<file path="config.mk">
export PLATFORM = sky130hd
export DESIGN_NAME = mctp_tx_arb
export DESIGN_NICKNAME = d
export VERILOG_FILES = /design/src/rtl/mctp_tx_arb.sv
export SDC_FILE = /design/constraint.sdc
export NUM_CORES = 1
export LEC_CHECK = 0
export CELL_PAD_IN_SITES_DETAIL_PLACEMENT = 0
export CELL_PAD_IN_SITES_GLOBAL_PLACEMENT = 2
export CORE_AREA = 2 2 458 460
export CTS_CLUSTER_SIZE = 24
export DETAILED_ROUTE_END_ITERATION = 7
export DIE_AREA = 0 0 460 462
export PLACE_DENSITY_LB_ADDON = 0.1
export SLEW_MARGIN = 20
export SYNTH_ARGS = -nofsm -noshare
export SYNTH_HDL_FRONTEND = slang
export SYNTH_SLANG_ARGS = --single-unit
</file>
<file path="constraint.sdc">
create_clock -name i_clk -period 6.7 [get_ports i_clk]
set_input_delay 0.67 -clock i_clk [delete_from_list [all_inputs] [get_ports i_clk]]
set_output_delay 0.67 -clock i_clk [all_outputs]
set_load 0.02 [all_outputs]
</file>
<file path="src/rtl/mctp_tx_arb.sv">
// mctp_tx_arb: round-robin arbiter sending one MCTP packet at a time from two requesters onto AXI AW/W/B
module mctp_tx_arb #(
  parameter logic [63:0] P_ADDR0 = 64'h0,
  parameter logic [63:0] P_ADDR1 = 64'h1000
) (
  input  logic         i_clk,
  input  logic         i_reset_n,
  input  logic [1:0]   i_req_valid,
  output logic [1:0]   o_req_ready,
  input  logic [15:0]  i_req_len,
  input  logic [255:0] i_req_hdr,
  input  logic [511:0] i_wdata,
  input  logic [1:0]   i_wvalid,
  output logic [1:0]   o_wready,
  output logic [6:0]   O_AWID,
  output logic [63:0]  O_AWADDR,
  output logic [7:0]   O_AWLEN,
  output logic [2:0]   O_AWSIZE,
  output logic [1:0]   O_AWBURST,
  output logic         O_AWVALID,
  input  logic         I_AWREADY,
  output logic [255:0] O_WDATA,
  output logic [31:0]  O_WSTRB,
  output logic         O_WLAST,
  output logic         O_WVALID,
  input  logic         I_WREADY,
  input  logic [6:0]   I_BID,
  input  logic [1:0]   I_BRESP,
  input  logic         I_BVALID,
  output logic         O_BREADY,
  output logic [1:0]   o_done,
  output logic [1:0]   o_err
);
  typedef enum logic [1:0] {IDLE, AW, W, B} state_t;
  state_t          state_q;
  logic            gnt_q, last_q, gnt_d, awvalid_q, in_w, wlast;
  logic [1:0][1:0] seq_q;
  logic [7:0]      len_q, beat_q;
  logic [127:0]    hdr_q, hdr_s, hdr_d;
  logic [255:0]    wd_g;
  logic [1:0]      req_ready_q, done_q, err_q, gnt_oh;
  assign gnt_d  = (&i_req_valid) ? ~last_q : i_req_valid[1];
  assign hdr_s  = gnt_d ? i_req_hdr[255:128] : i_req_hdr[127:0];
  assign hdr_d  = {hdr_s[127:126], seq_q[gnt_d], hdr_s[123:0]};
  assign gnt_oh = gnt_q ? 2'b10 : 2'b01;
  assign wd_g   = gnt_q ? i_wdata[511:256] : i_wdata[255:0];
  assign in_w   = state_q == W;
  assign wlast  = beat_q == len_q;
  assign O_AWVALID   = awvalid_q;
  assign O_AWID      = {6'b0, awvalid_q & gnt_q};
  assign O_AWADDR    = awvalid_q ? (gnt_q ? P_ADDR1 : P_ADDR0) : 64'h0;
  assign O_AWLEN     = awvalid_q ? len_q : 8'h0;
  assign O_AWSIZE    = awvalid_q ? 3'd5 : 3'd0;
  assign O_AWBURST   = {1'b0, awvalid_q};
  assign O_WVALID    = in_w & i_wvalid[gnt_q];
  assign o_wready    = (in_w & I_WREADY) ? gnt_oh : 2'b00;
  assign O_WLAST     = in_w & wlast;
  assign O_WSTRB     = {32{in_w}};
  // beat 0 carries the header in its low half
  assign O_WDATA     = !in_w ? 256'h0 : beat_q == 8'h0 ? {wd_g[255:128], hdr_q} : wd_g;
  assign O_BREADY    = state_q == B;
  assign o_req_ready = req_ready_q;
  assign o_done      = done_q;
  assign o_err       = err_q;
  always_ff @(posedge i_clk or negedge i_reset_n)
    if (!i_reset_n) begin
      state_q     <= IDLE;
      gnt_q       <= 1'b0;
      last_q      <= 1'b1;
      seq_q       <= '0;
      len_q       <= '0;
      beat_q      <= '0;
      hdr_q       <= '0;
      req_ready_q <= '0;
      awvalid_q   <= 1'b0;
      done_q      <= '0;
      err_q       <= '0;
    end else begin
      req_ready_q <= '0;
      done_q      <= '0;
      err_q       <= '0;
      case (state_q)
        IDLE: if (|i_req_valid) begin
          gnt_q          <= gnt_d;
          last_q         <= gnt_d;
          req_ready_q    <= gnt_d ? 2'b10 : 2'b01;
          len_q          <= gnt_d ? i_req_len[15:8] : i_req_len[7:0];
          hdr_q          <= hdr_d;
          seq_q[gnt_d]   <= seq_q[gnt_d] + 2'd1;
          beat_q         <= '0;
          awvalid_q      <= 1'b1;
          state_q        <= AW;
        end
        AW: if (I_AWREADY) begin
          awvalid_q <= 1'b0;
          state_q   <= W;
        end
        W: if (O_WVALID && I_WREADY) begin
          beat_q <= beat_q + 8'd1;
          if (wlast) state_q <= B;
        end
        B: if (I_BVALID) begin
          done_q  <= gnt_oh;
          err_q   <= (I_BRESP != 2'b00 || I_BID != {6'b0, gnt_q}) ? gnt_oh : 2'b00;
          state_q <= IDLE;
        end
        default: state_q <= IDLE;
      endcase
    end
endmodule

</file>
# Word-level counts from Yosys, hierarchy flattened

Cells that the tools add are included.

Add/sub/neg operators: 2
Magnitude comparators: 3
Eq/ne operators: 10
Muxes and demuxes: 39
Bitwise operators: 5
Reduce and logical (&&, ||, !) cells: 14

Operators by type and width:

| operator              | count |
|---|---|
| $mux W256             | 2 |
| $mux W128             | 2 |
| $mux W2               | 18 |
| $mux W8               | 4 |
| $mux W13              | 2 |
| $pmux W8 S2           | 1 |
| $add A8 B1 Y8 const B | 1 |
| $eq A8 B8 Y1          | 1 |
| $logic_not A8 Y1      | 1 |
| $pmux W2 S4           | 1 |
| $ne A7 B1 Y1          | 1 |
| $ne A2 B2 Y1 const B  | 3 |
| $reduce_and A3 Y1     | 2 |
| $reduce_bool A2 Y1    | 3 |
| $mux W1               | 5 |
| $reduce_and A5 Y1     | 1 |
| $and A1 B1 Y1         | 4 |
| $bwmux W4             | 1 |
| $eq A2 B2 Y1 const B  | 2 |
| $lt A1 B2 Y1 const B  | 2 |
| $ne A2 B1 Y1 const B  | 2 |
| $reduce_and A2 Y1     | 2 |
| $mux W3               | 1 |
| $add A2 B1 Y2 const B | 1 |
| other kinds (9)       | 10 |

Bits in registers: 159
Bits of input ports: 802
Output and inout port bits: 384
Logic and storage cells: 85

# Longest topological paths before layout

Gate-level depths: netlist of the first run.

Word-level depth: 7
Gate-level depth with buffers: 9
Gate-level depth less buffers: 6

# Worst setup path before layout of the first run

No wires, ideal clock.

Path kind: register -> output
Start point: register state_q[0]
End point: output O_WDATA[100]
Arrival time: 2.512 ns
Required time: 6.030 ns
Slack: 3.518 ns
Cell stages (with the launch flop): 8
Buffers on the path: 3
Cell sequence: dfrtp_1 -> inv_1 -> ha_1 -> buf_2 -> inv_2 -> clkbuf_1 -> clkbuf_1 -> a211oi_1

Longest elaborated chain between the ends: 2

Ends and longest elaborated chain:

| item                     | RTL line | source |
|---|---|---|
| start: declaration       | 35       | `state_t state_q;` |
| start signal: assignment | 67       | `state_q <= IDLE;` |
| start signal: assignment | 92       | `state_q <= AW;` |
| start signal: assignment | 96       | `state_q <= W;` |
| $eq A2 B2 Y1             | 47       | `assign in_w = state_q == W;` |
| net in_w                 | 36       | `logic gnt_q, last_q, gnt_d, awvalid_q, in_w, wlast;` |
| $mux W256                | 60       | `assign O_WDATA = !in_w ? 256'h0 : beat_q == 8'h0 ? {wd_g[255:128], hdr_q} : wd_g;` |
| end: declaration         | 22       | `output logic [255:0] O_WDATA,` |

The timed path passes the listed nets, and every way through them passes these cells.

# Worst setup path after layout of the first run

Start point: register beat_q[4]
End point: output O_WDATA[33]

Longest elaborated chain between the ends: 3

Ends and longest elaborated chain:

| item                     | RTL line | source |
|---|---|---|
| start: declaration       | 38       | `logic [7:0] len_q, beat_q;` |
| start signal: assignment | 99       | `beat_q <= beat_q + 8'd1;` |
| $logic_not A8 Y1         | 60       |  |
| $mux W128                | 60       |  |
| $mux W256                | 60       |  |

No other way between the ends.

==> impl_metrics.py, run 1 <==
metrics = {
    "clock_network": {
        "cts_buffers": 17,
        "cts.htree.levels": 4,
        "insertion_delay_ns": 0.53,
        "cts_buffer_depth": 2,
        "clk_pin_slew_ns": 0.09,
        "cts.sinks": 159,
        "cts_root_buffer": "clkbuf_16",
        "cts_tree": "done",
        "cts_resized": 0,
        "postCtsSetupBuffers": 0,
        "cts_hold_buf": 0,
    },
    "global_routing": {
        "grt_pass1_wl_um": 158000,
        "grt_pass1_vias": 16500,
        "grt-ovfl-total": 0,
        "antenna_found_initial": 103,
        "grt_max_degree": 150,
        "grt_usage": 0.110,
    },
    "sta": {
        "relSlewSlack": 0.295,
        "maxSlewViolCount": 0,
        "period_needed_ns": 4.68,
        "worstMarginPinSlew_ns": 1.06,
        "setup_slack_ns": 2.02,
        "fin_worst_skew_ns": 0.0229,
        "finalSetupTns_ns": 0,
        "finalCritPeriodShare": 0.698,
        "hold_violations": 0,
        "finalSetupViolCount": 0,
        "fmax_ghz": 0.214,
        "rsz0062_at_grt": "no",
    },
    "floorplanning": {
        "coreArea_mm2": 0.208,
        "start_util": 0.0616,
        "die_x_um": 460,
        "die_h_um": 462,
        "num_io_pins": 1186,
        "dieArea_mm2": 0.213,
        "fp-row-count": 168,
    },
    "cells_and_area": {
        "design_area_mm2": 0.0272,
        "final_nets": 3286,
        "layout-drive-gt1-share": 0.0265,
        "area_growth_pct": 112,
        "postLayoutCoreUtil": 0.131,
    },
    "worst_setup_path": {
        "path_class": "register to output port",
        "critPathSlowestCell": "clkdlybuf4s50_1",
        "worstPathCellList": "nor4_1, nand3_4, buf_12, a211oi_1, clkdlybuf4s50_1",
        "max_stage_delay_ns": 0.75,
        "crit_buf_inv": 2,
        "critPathMaxFanout": 80,
        "cp.arrival_ns": 4.01,
        "r2r_start": "gnt_q$_DFFE_PN0P_",
        "crit_cells": 5,
        "crit_path_end": "O_WDATA[33]",
        "r2r_slack_ns": 3.49,
        "r2r_cells": 5,
        "cp-startpoint": "beat_q[4]$_DFFE_PN0P_",
        "crit_required_ns": 6.03,
        "start_kind": "register",
        "endpoint_kind": "output port",
        "timing.rr.end": "state_q[0]$_DFFE_PN0P_",
        "critPathTopFamily": "buffers and inverters",
    },
    "power_and_ir_drop": {
        "vdd_drop_max_mv": 0.194,
        "finalPower_mw": 4.22,
        "p_leak_nw": 10.4,
        "power_density_mw_per_mm2": 155,
    },
    "yosys": {
        "synth_largest_area_cell": "dfrtp_1",
        "yosys_warnings": 0,
        "ys_seq_area_frac": 0.310,
        "synth_edf_count": 0,
        "yosys_most_used_dff": "dfrtp_1",
        "synth.avg_cell_area_um2": 8.56,
        "ys_top_cells_by_count": "mux2i_1 (323), nor2_1 (263), dfrtp_1 (158)",
        "ys_types": 41,
        "synth_area_leaders": "dfrtp_1 (31%), mux2i_1 (25%), nor2_1 (7.7%)",
        "synthCells": 1497,
        "netlist_area_mm2": 0.0128,
        "synth_top_area_frac": 0.308,
        "async_flop_share": 1.00,
        "yosysMostFrequentCell": "mux2i_1",
        "ys_seq_elements": 159,
    },
    "worst_hold_path": {
        "worstHoldPathType": "input port to asynchronous set/reset pin",
    },
    "placed_design": {
        "io_buffers": 1110,
        "hpwl_um": 102000,
        "dp_slack_ns": 2.56,
        "gp_congestion": 0.782,
        "dpl_cell_area_mm2": 0.0265,
    },
    "drt": {
        "drc_errors": 0,
        "wl_met1_um": 46300,
        "viasPerCell": 2.98,
        "vias": 15600,
        "wl_met3_um": 11200,
        "antenna_left": 0,
        "wire_per_inst_um": 23.4,
        "routed_wl_um": 122000,
        "drt_pass1_iterations": 8,
        "drt_iter0_drc": 767,
        "met2WireLength_um": 62500,
        "highest_layer": "met5",
    },
    "status": {
        "status": "completed",
    },
    "flow_run": {
        "maxCapViolations": 0,
    },
}
-- layout by cell type (no fill, tap or decap), types with 5 or more instances in the layout --
master | netlist | final
nand2b_1 | 6 | 6
buf_12 | 0 | 5
o21ai_0 | 67 | 67
xnor2_1 | 11 | 11
clkbuf_16 | 0 | 17
and2_1 | 10 | 9
a211oi_1 | 128 | 128
dfrtp_1 | 158 | 157
clkdlybuf4s50_1 | 0 | 1109
a222oi_1 | 73 | 73
inv_1 | 79 | 79
buf_4 | 107 | 20
or4_1 | 5 | 5
ha_1 | 7 | 6
nand2_1 | 75 | 75
mux2i_1 | 323 | 323
conb_1 | 1 | 71
diode_2 | 0 | 22
nor2_1 | 263 | 262
-- how the worst min path moves through the flow --
stage | end | slack (ns) | cells past startpoint
finish | hdr_q[33]$_DFFE_PN0P_ | 0.15 | 1
floorplan | O_AWVALID$_DFFE_PN0P_ | 0.37 | 0
detailed placement | seq_q[3]$_DFFE_PN0P_ | 0.47 | 1
CTS | hdr_q[33]$_DFFE_PN0P_ | 0.18 | 1
global placement | seq_q[3]$_DFFE_PN0P_ | 0.46 | 1
global route | hdr_q[33]$_DFFE_PN0P_ | 0.17 | 1
-- logic make-up after synthesis --
kind of cell / synth area share
AO/OA/AOI/OAI: 0.171
XOR/XNOR: 0.00888
adder cells (fa/ha/maj): 0.00683
buffers and inverters: 0.130
flip-flops: 0.310
multiplexers: 0.252
other: 0.000293
AND/OR/NAND/NOR: 0.121
-- stage by stage --
stage / hold slack (ns) / std cells
after floorplan: 0.374 / 1567
after global placement: 0.462 / 5178
after detailed placement: 0.471 / 5178
after CTS: 0.179 / 5209
after global routing: 0.174 / 5224
final: 0.150 / 5231
-- sequential cells by signal (all words and copies together) (netlist names), 2 cells and up --
| signal | cells |
|---|---|
| hdr_q | 128 |
| beat_q | 8 |
| len_q | 8 |
| seq_q | 4 |
| o_done | 2 |
| o_err | 2 |
| o_req_ready | 2 |
| state_q | 2 |
-- per-layer routing --
layer / global-route usage / vias up
met1: 0.119 / 7351
met5: 0 / -
met4: 0.0313 / 64
li1: - / 7173
met3: 0.0441 / 177
met2: 0.196 / 824
-- cell type report --
cell class,count,area (µm²)
fillers,23700,181000
repair buffers,1135,11400
multi-input cells,1084,7480
flip-flops and latches,159,3980
well taps,2720,3400
clock buffers,20,457
inverters,80,308
clock inverters,11,108
diodes,22,55.1
-- worst register-to-register path, stage by stage, from the launching register on --
cell     delay, ns
dfrtp_4       0.90
buf_12        0.40
mux2i_1       0.43
a221o_1       0.66
or4_1         0.54
and3_1        0.16
-- report_power, final --
group | internal (mW) | switching [mW]
logic | 1.04 | 0.931
registers | 1.06 | 0.106
clock network | 0.533 | 0.551
total | 2.63 | 1.59
(Power assumes the default switching activity.)
==> run 2: changes to the inputs <==
- CORE_AREA: 2 2 458 460 -> 2 2 461 463
- DIE_AREA: 0 0 460 462 -> 0 0 463 465
- clock period: 6.7 -> 4.3 ns (I/O delays scaled with it)
==> run 2 against run 1 <==
Against the previous run: global-route usage rose by 0.64 points; count of clock-buffer cells in the layout is 1 lower; core utilization rose by 0.057 points; first-iteration DRC count shrank 11%; cell area rose by 1.8%; sequential cell count unchanged; worst setup slack worse by 1.7 ns.
==> impl_metrics.py, run 2 (synthesized netlist as in run 1, its figures left out) <==
metrics = {
    "status": {
        "status": "completed",
    },
    "global_routing": {
        "grt-ovfl-total": 0,
        "antenna_found_initial": 118,
        "grt_max_degree": 95,
        "grt_usage": 0.116,
        "grt_pass1_wl_um": 169000,
        "grt_pass1_vias": 17000,
    },
    "cells_and_area": {
        "area_growth_pct": 116,
        "postLayoutCoreUtil": 0.131,
        "finalNonFillerCells": 5353,
        "layout-drive-gt1-share": 0.0371,
        "final_nets": 3305,
        "largest_register": "hdr_q",
        "design_area_mm2": 0.0276,
        "largestRegisters": "hdr_q x128, beat_q x8, len_q x8",
        "layout_commonest_cell": "clkdlybuf4s50_1",
        "fill_cells": 24100,
        "largest_reg_flops": 128,
        "most-common-layout-cells": "clkdlybuf4s50_1 (1102), mux2i_1 (323), nor2_1 (262)",
    },
    "drt": {
        "viasPerCell": 2.95,
        "vias": 15800,
        "wire_per_inst_um": 24.2,
        "drt_pass1_iterations": 8,
        "drc_errors": 0,
        "drt_iter0_drc": 679,
        "routed_wl_um": 129000,
        "antenna_left": 0,
    },
    "floorplanning": {
        "die_h_um": 465,
        "fp-row-count": 169,
        "start_util": 0.0608,
        "num_io_pins": 1186,
        "coreArea_mm2": 0.211,
        "dieArea_mm2": 0.215,
        "die_x_um": 463,
    },
    "clock_network": {
        "cts_buffer_depth": 2,
        "cts_resized": 0,
        "cts.htree.levels": 4,
        "cts_tree": "done",
        "insertion_delay_ns": 0.53,
        "cts.sinks": 159,
        "cts_root_buffer": "clkbuf_16",
        "clk_pin_slew_ns": 0.08,
        "cts_buffers": 17,
    },
    "sta": {
        "fmax_ghz": 0.253,
        "period_needed_ns": 3.95,
        "fin_worst_skew_ns": 0.0247,
        "finalSetupTns_ns": 0,
        "relSlewSlack": 0.424,
        "rsz0062_at_grt": "no",
        "finalCritPeriodShare": 0.918,
        "maxSlewViolCount": 0,
        "setup_slack_ns": 0.354,
        "finalSetupViolCount": 0,
        "hold_violations": 0,
        "worstMarginPinSlew_ns": 0.856,
    },
    "worst_setup_path": {
        "crit_path_frequent_cell": "buf_12",
        "critPathTopFamily": "buffers and inverters",
        "critPathSlowestCell": "clkdlybuf4s50_1",
        "path_class": "register to output port",
        "timing.rr.end": "state_q[0]$_DFFE_PN0P_",
        "r2r_slack_ns": 1.31,
        "r2r_cells": 5,
        "endpoint_kind": "output port",
        "cp-startpoint": "beat_q[5]$_DFFE_PN0P_",
        "worstPathCellList": "nor4_1, nand3_4, buf_12, buf_12, a211oi_1, clkdlybuf4s50_1",
        "critPathMaxFanout": 66,
        "crit_cells": 6,
        "crit_required_ns": 3.87,
        "crit_buf_inv": 3,
        "max_stage_delay_ns": 0.73,
        "r2r_start": "gnt_q$_DFFE_PN0P_",
        "cp.arrival_ns": 3.52,
        "crit_path_end": "O_WDATA[7]",
        "start_kind": "register",
    },
    "worst_hold_path": {
        "worstHoldPathType": "register to register",
    },
    "placed_design": {
        "place_inst": 5297,
        "hpwl_um": 110000,
        "gp_congestion": 0.773,
        "dp_slack_ns": 0.903,
        "dpl_cell_area_mm2": 0.0270,
        "io_buffers": 1110,
    },
    "flow_run": {
        "maxCapViolations": 0,
    },
    "power_and_ir_drop": {
        "p_leak_nw": 10.6,
        "power_density_mw_per_mm2": 242,
        "vdd_drop_max_mv": 0.328,
    },
}
-- run 2: cell types whose count changed in the layout (fill, tap and decap cells not counted), moves of 2 or more --
cell and delta:
inv_6 +2, buf_12 +17, clkdlybuf4s50_1 -7, inv_8 +3, clkinv_2 -2, buf_4 +8
-- run 2: final cells by class --
type / count / area, µm² / share of cell area
tap: 2821 / 3530 / 0.128
clock buffer: 19 / 453 / 0.0164
sequential: 159 / 3980 / 0.144
multi-input combinational: 1084 / 7480 / 0.271
inverter: 80 / 308 / 0.0111
clock inverter: 13 / 118 / 0.00426
antenna: 23 / 57.6 / 0.00208
timing repair buffer: 1154 / 11700 / 0.424
-- run 2: power breakdown --
part	switching, mW	total (mW)	leakage [nW]	internal [mW]
registers	0.171	1.82	2.18	1.65
clock network	0.904	1.70	0.274	0.793
logic	1.50	3.17	8.12	1.67
total	2.58	6.69	10.6	4.11
-- run 2: worst min-delay path by stage --
| stage | depth (start not counted) | slack (ns) | end | from |
|---|---|---|---|---|
| floorplan | 0 | 0.13 | O_AWVALID$_DFFE_PN0P_ | i_reset_n |
| global placement | 2 | 0.47 | hdr_q[82]$_DFFE_PN0P_ | hdr_q[82]$_DFFE_PN0P_ |
| detailed placement | 1 | 0.47 | seq_q[1]$_DFFE_PN0P_ | seq_q[1]$_DFFE_PN0P_ |
| CTS | 3 | 0.43 | hdr_q[38]$_DFFE_PN0P_ | i_req_hdr[38] |
| global route | 3 | 0.47 | hdr_q[10]$_DFFE_PN0P_ | i_req_hdr[10] |
| finish | 1 | 0.47 | seq_q[1]$_DFFE_PN0P_ | seq_q[1]$_DFFE_PN0P_ |
-- run 2: per-stage QoR --
stage | total power, mW | hold slack [ns]
3_3_place_gp | 5.12 | 0.467
6_report | 6.69 | 0.472
4_1_cts | 6.92 | 0.433
5_1_grt | 7.13 | 0.472
2_1_floorplan | 3.15 | 0.134
3_5_place_dp | 5.09 | 0.468
-- run 2: what timing repair did --
action,4_1_cts,5_1_grt
hold buffers,1,0
buffers inserted,0,0
hold endpoints to repair,46,0
-- run 2: metal layers --
layer	GRT usage	wire length, µm
met5	0	457
met4	0.0319	2860
met3	0.0451	10800
met2	0.212	66100
met1	0.125	49100
-- run 2: worst register-to-register path: cells and delay by family, from the launching register on --
| kind | cells | cell delay (ns) |
|---|---|---|
| AND/OR/NAND/NOR | 1 | 0.18 |
| multiplexers | 1 | 0.76 |
| flip-flops | 1 | 0.78 |
| AO/OA/AOI/OAI | 2 | 0.82 |
| buffers and inverters | 1 | 0.33 |
==> run 3: changes to the inputs <==
==> constraint.sdc (replaced) <==
create_clock -name i_clk -period 4.3 [get_ports i_clk]
set_input_delay 0.86 -clock i_clk [delete_from_list [all_inputs] [get_ports i_clk]]
set_output_delay 0.86 -clock i_clk [all_outputs]
set_load 0.02 [all_outputs]
==> run 3 against run 2 <==
Against the previous run: core utilization about the same; non-clock buffer count increased by 1; largest power group unchanged; worst hold slack got worse by 0.17 ns; register-to-register slack improved by 0.17 ns; final cell count decreased by 0.21%; sequential cell count unchanged; clock power increased by 7%; die area unchanged; critical endpoint is now O_WDATA[52]; worst setup slack got worse by 0.082 ns; cell area increased by 0.13%; fmax decreased by 2.0%; largest cell class unchanged; global-route usage about the same.
==> impl_metrics.py, run 3 (synthesized netlist as in run 1, its figures left out) <==
metrics = {
    "status": {
        "status": "completed",
    },
    "placed_design": {
        "dpl_cell_area_mm2": 0.0270,
        "io_buffers": 1110,
        "place_inst": 5299,
        "gp_congestion": 0.780,
        "hpwl_um": 109000,
    },
    "clock_network": {
        "postCtsSetupBuffers": 0,
        "cts_buffers": 17,
        "cts_tree": "done",
        "cts_buffer_depth": 2,
        "cts_root_buffer": "clkbuf_16",
        "cts.sinks": 159,
        "insertion_delay_ns": 0.52,
        "clk_pin_slew_ns": 0.09,
        "cts.htree.levels": 4,
    },
    "sta": {
        "hold_violations": 0,
        "period_needed_ns": 4.03,
        "maxSlewViolCount": 0,
        "fin_worst_skew_ns": 0.0206,
        "worstMarginPinSlew_ns": 0.966,
        "fmax_ghz": 0.248,
        "finalCritPeriodShare": 0.937,
        "rsz0062_at_grt": "no",
        "relSlewSlack": 0.356,
        "finalSetupViolCount": 0,
        "finalSetupTns_ns": 0,
    },
    "cells_and_area": {
        "final_nets": 3306,
        "design_area_mm2": 0.0277,
        "area_growth_pct": 116,
        "layout-drive-gt1-share": 0.0394,
        "most-common-layout-cells": "clkdlybuf4s50_1 (1098), mux2i_1 (323), nor2_1 (261)",
        "layout_commonest_cell": "clkdlybuf4s50_1",
        "largest_reg_flops": 128,
        "largestRegisters": "hdr_q x128, beat_q x8, len_q x8",
        "largest_register": "hdr_q",
        "postLayoutCoreUtil": 0.131,
        "finalNonFillerCells": 5342,
    },
    "global_routing": {
        "grt_busiest_layer": "met2",
        "grt_pass1_wl_um": 170000,
        "antenna_found_initial": 115,
        "grt_use_met2": 0.217,
        "grt_pass1_vias": 17100,
        "grt_max_degree": 108,
        "grt_usage": 0.116,
        "grtUsageMet1": 0.128,
        "grt_use_met3": 0.0418,
        "grt-ovfl-total": 0,
    },
    "worst_setup_path": {
        "critPathMaxFanout": 99,
        "path_class": "register to output port",
        "cp.arrival_ns": 3.17,
        "endpoint_kind": "output port",
        "crit_required_ns": 3.44,
        "r2r_cells": 7,
        "start_kind": "register",
    },
    "drt": {
        "routed_wl_um": 129000,
        "antenna_left": 0,
        "vias": 15700,
        "drt_pass1_iterations": 8,
        "wire_per_inst_um": 24.2,
        "drt_iter0_drc": 784,
        "viasPerCell": 2.95,
        "drc_errors": 0,
    },
    "power_and_ir_drop": {
        "p_leak_nw": 10.6,
        "power_density_mw_per_mm2": 246,
        "vdd_drop_max_mv": 0.319,
    },
    "floorplanning": {
        "dieArea_mm2": 0.215,
        "num_io_pins": 1186,
        "fp-row-count": 169,
        "start_util": 0.0608,
        "die_h_um": 465,
        "coreArea_mm2": 0.211,
        "die_x_um": 463,
    },
    "flow_run": {
        "maxCapViolations": 0,
    },
    "worst_hold_path": {
        "worstHoldPathType": "input port to asynchronous set/reset pin",
    },
}
[run 3: cell types whose count changed in the layout (fill, tap and decap cells not counted), sizes merged]
cell / previous run / this run
inv: 88 / 82
dlygate4sd3: 1 / 0
diode: 23 / 11
clkbuf: 20 / 22
bufinv: 0 / 3
buf: 50 / 56
clkdlybuf4s50: 1102 / 1098
clkinvlp: 3 / 1
clkinv: 2 / 5
[run 3: worst max-delay path: stages, from the launching register on]
cell	delay, ns
dfrtp_1	0.40
inv_1	0.15
ha_2	0.26
inv_8	0.24
buf_4	0.38
a211oi_1	0.38
clkdlybuf4s50_1	0.71
[run 3: area by class of cell]
type,count,area (µm²)
Antenna cell,11,27.5
Clock buffer,21,460
Clock inverter,11,155
Fill cell,24100,183000
Inverter,80,308
Multi-Input combinational cell,1084,7490
Sequential cell,159,3980
Tap cell,2821,3530
Timing Repair Buffer,1155,11700
[run 3: stage by stage]
| stage | total power, mW | setup WS, ns | hold slack [ns] |
|---|---|---|---|
| floorplan | 3.15 | 0.928 | 0.444 |
| global placement | 5.11 | 0.483 | 0.466 |
| detailed placement | 5.09 | 0.545 | 0.469 |
| CTS | 7.05 | 0.0603 | 0.322 |
| global route | 7.25 | 0.0499 | 0.331 |
| finish | 6.81 | 0.272 | 0.299 |
[run 3: path summary, 6_finish.rpt]
kind | start | to | slack, ns
worst min-delay path | i_reset_n | hdr_q[41]$_DFFE_PN0P_ | 0.30
worst max-delay path | state_q[0]$_DFFE_PN0P_ | O_WDATA[52] | 0.27
min in group i_clk | seq_q[3]$_DFFE_PN0P_ | seq_q[3]$_DFFE_PN0P_ | 0.48
max in group asynchronous | i_reset_n | last_q$_DFFE_PN1P_ | 2.96
worst min register to register | seq_q[3]$_DFFE_PN0P_ | seq_q[3]$_DFFE_PN0P_ | 0.48
worst max register to register | state_q[1]$_DFFE_PN0P_ | hdr_q[44]$_DFFE_PN0P_ | 1.48
[run 3: per-layer routing]
metal | part of all wire | vias up
li1 | - | 7188
met3 | 0.077 | 214
met1 | 0.39 | 7428
met2 | 0.52 | 845
met4 | 0.013 | 70
met5 | 0.0034 | -
[run 3: power by group]
part           switching (mW)  total [mW]  internal [mW]
Combinational            1.51        3.18           1.66
Sequential              0.161        1.81           1.65
Clock                   0.869        1.82          0.953
[run 3: what timing repair did]
item	CTS	global route
hold buffers	0	0
resized for setup	2	1
endpoints found under the setup margin	4	1
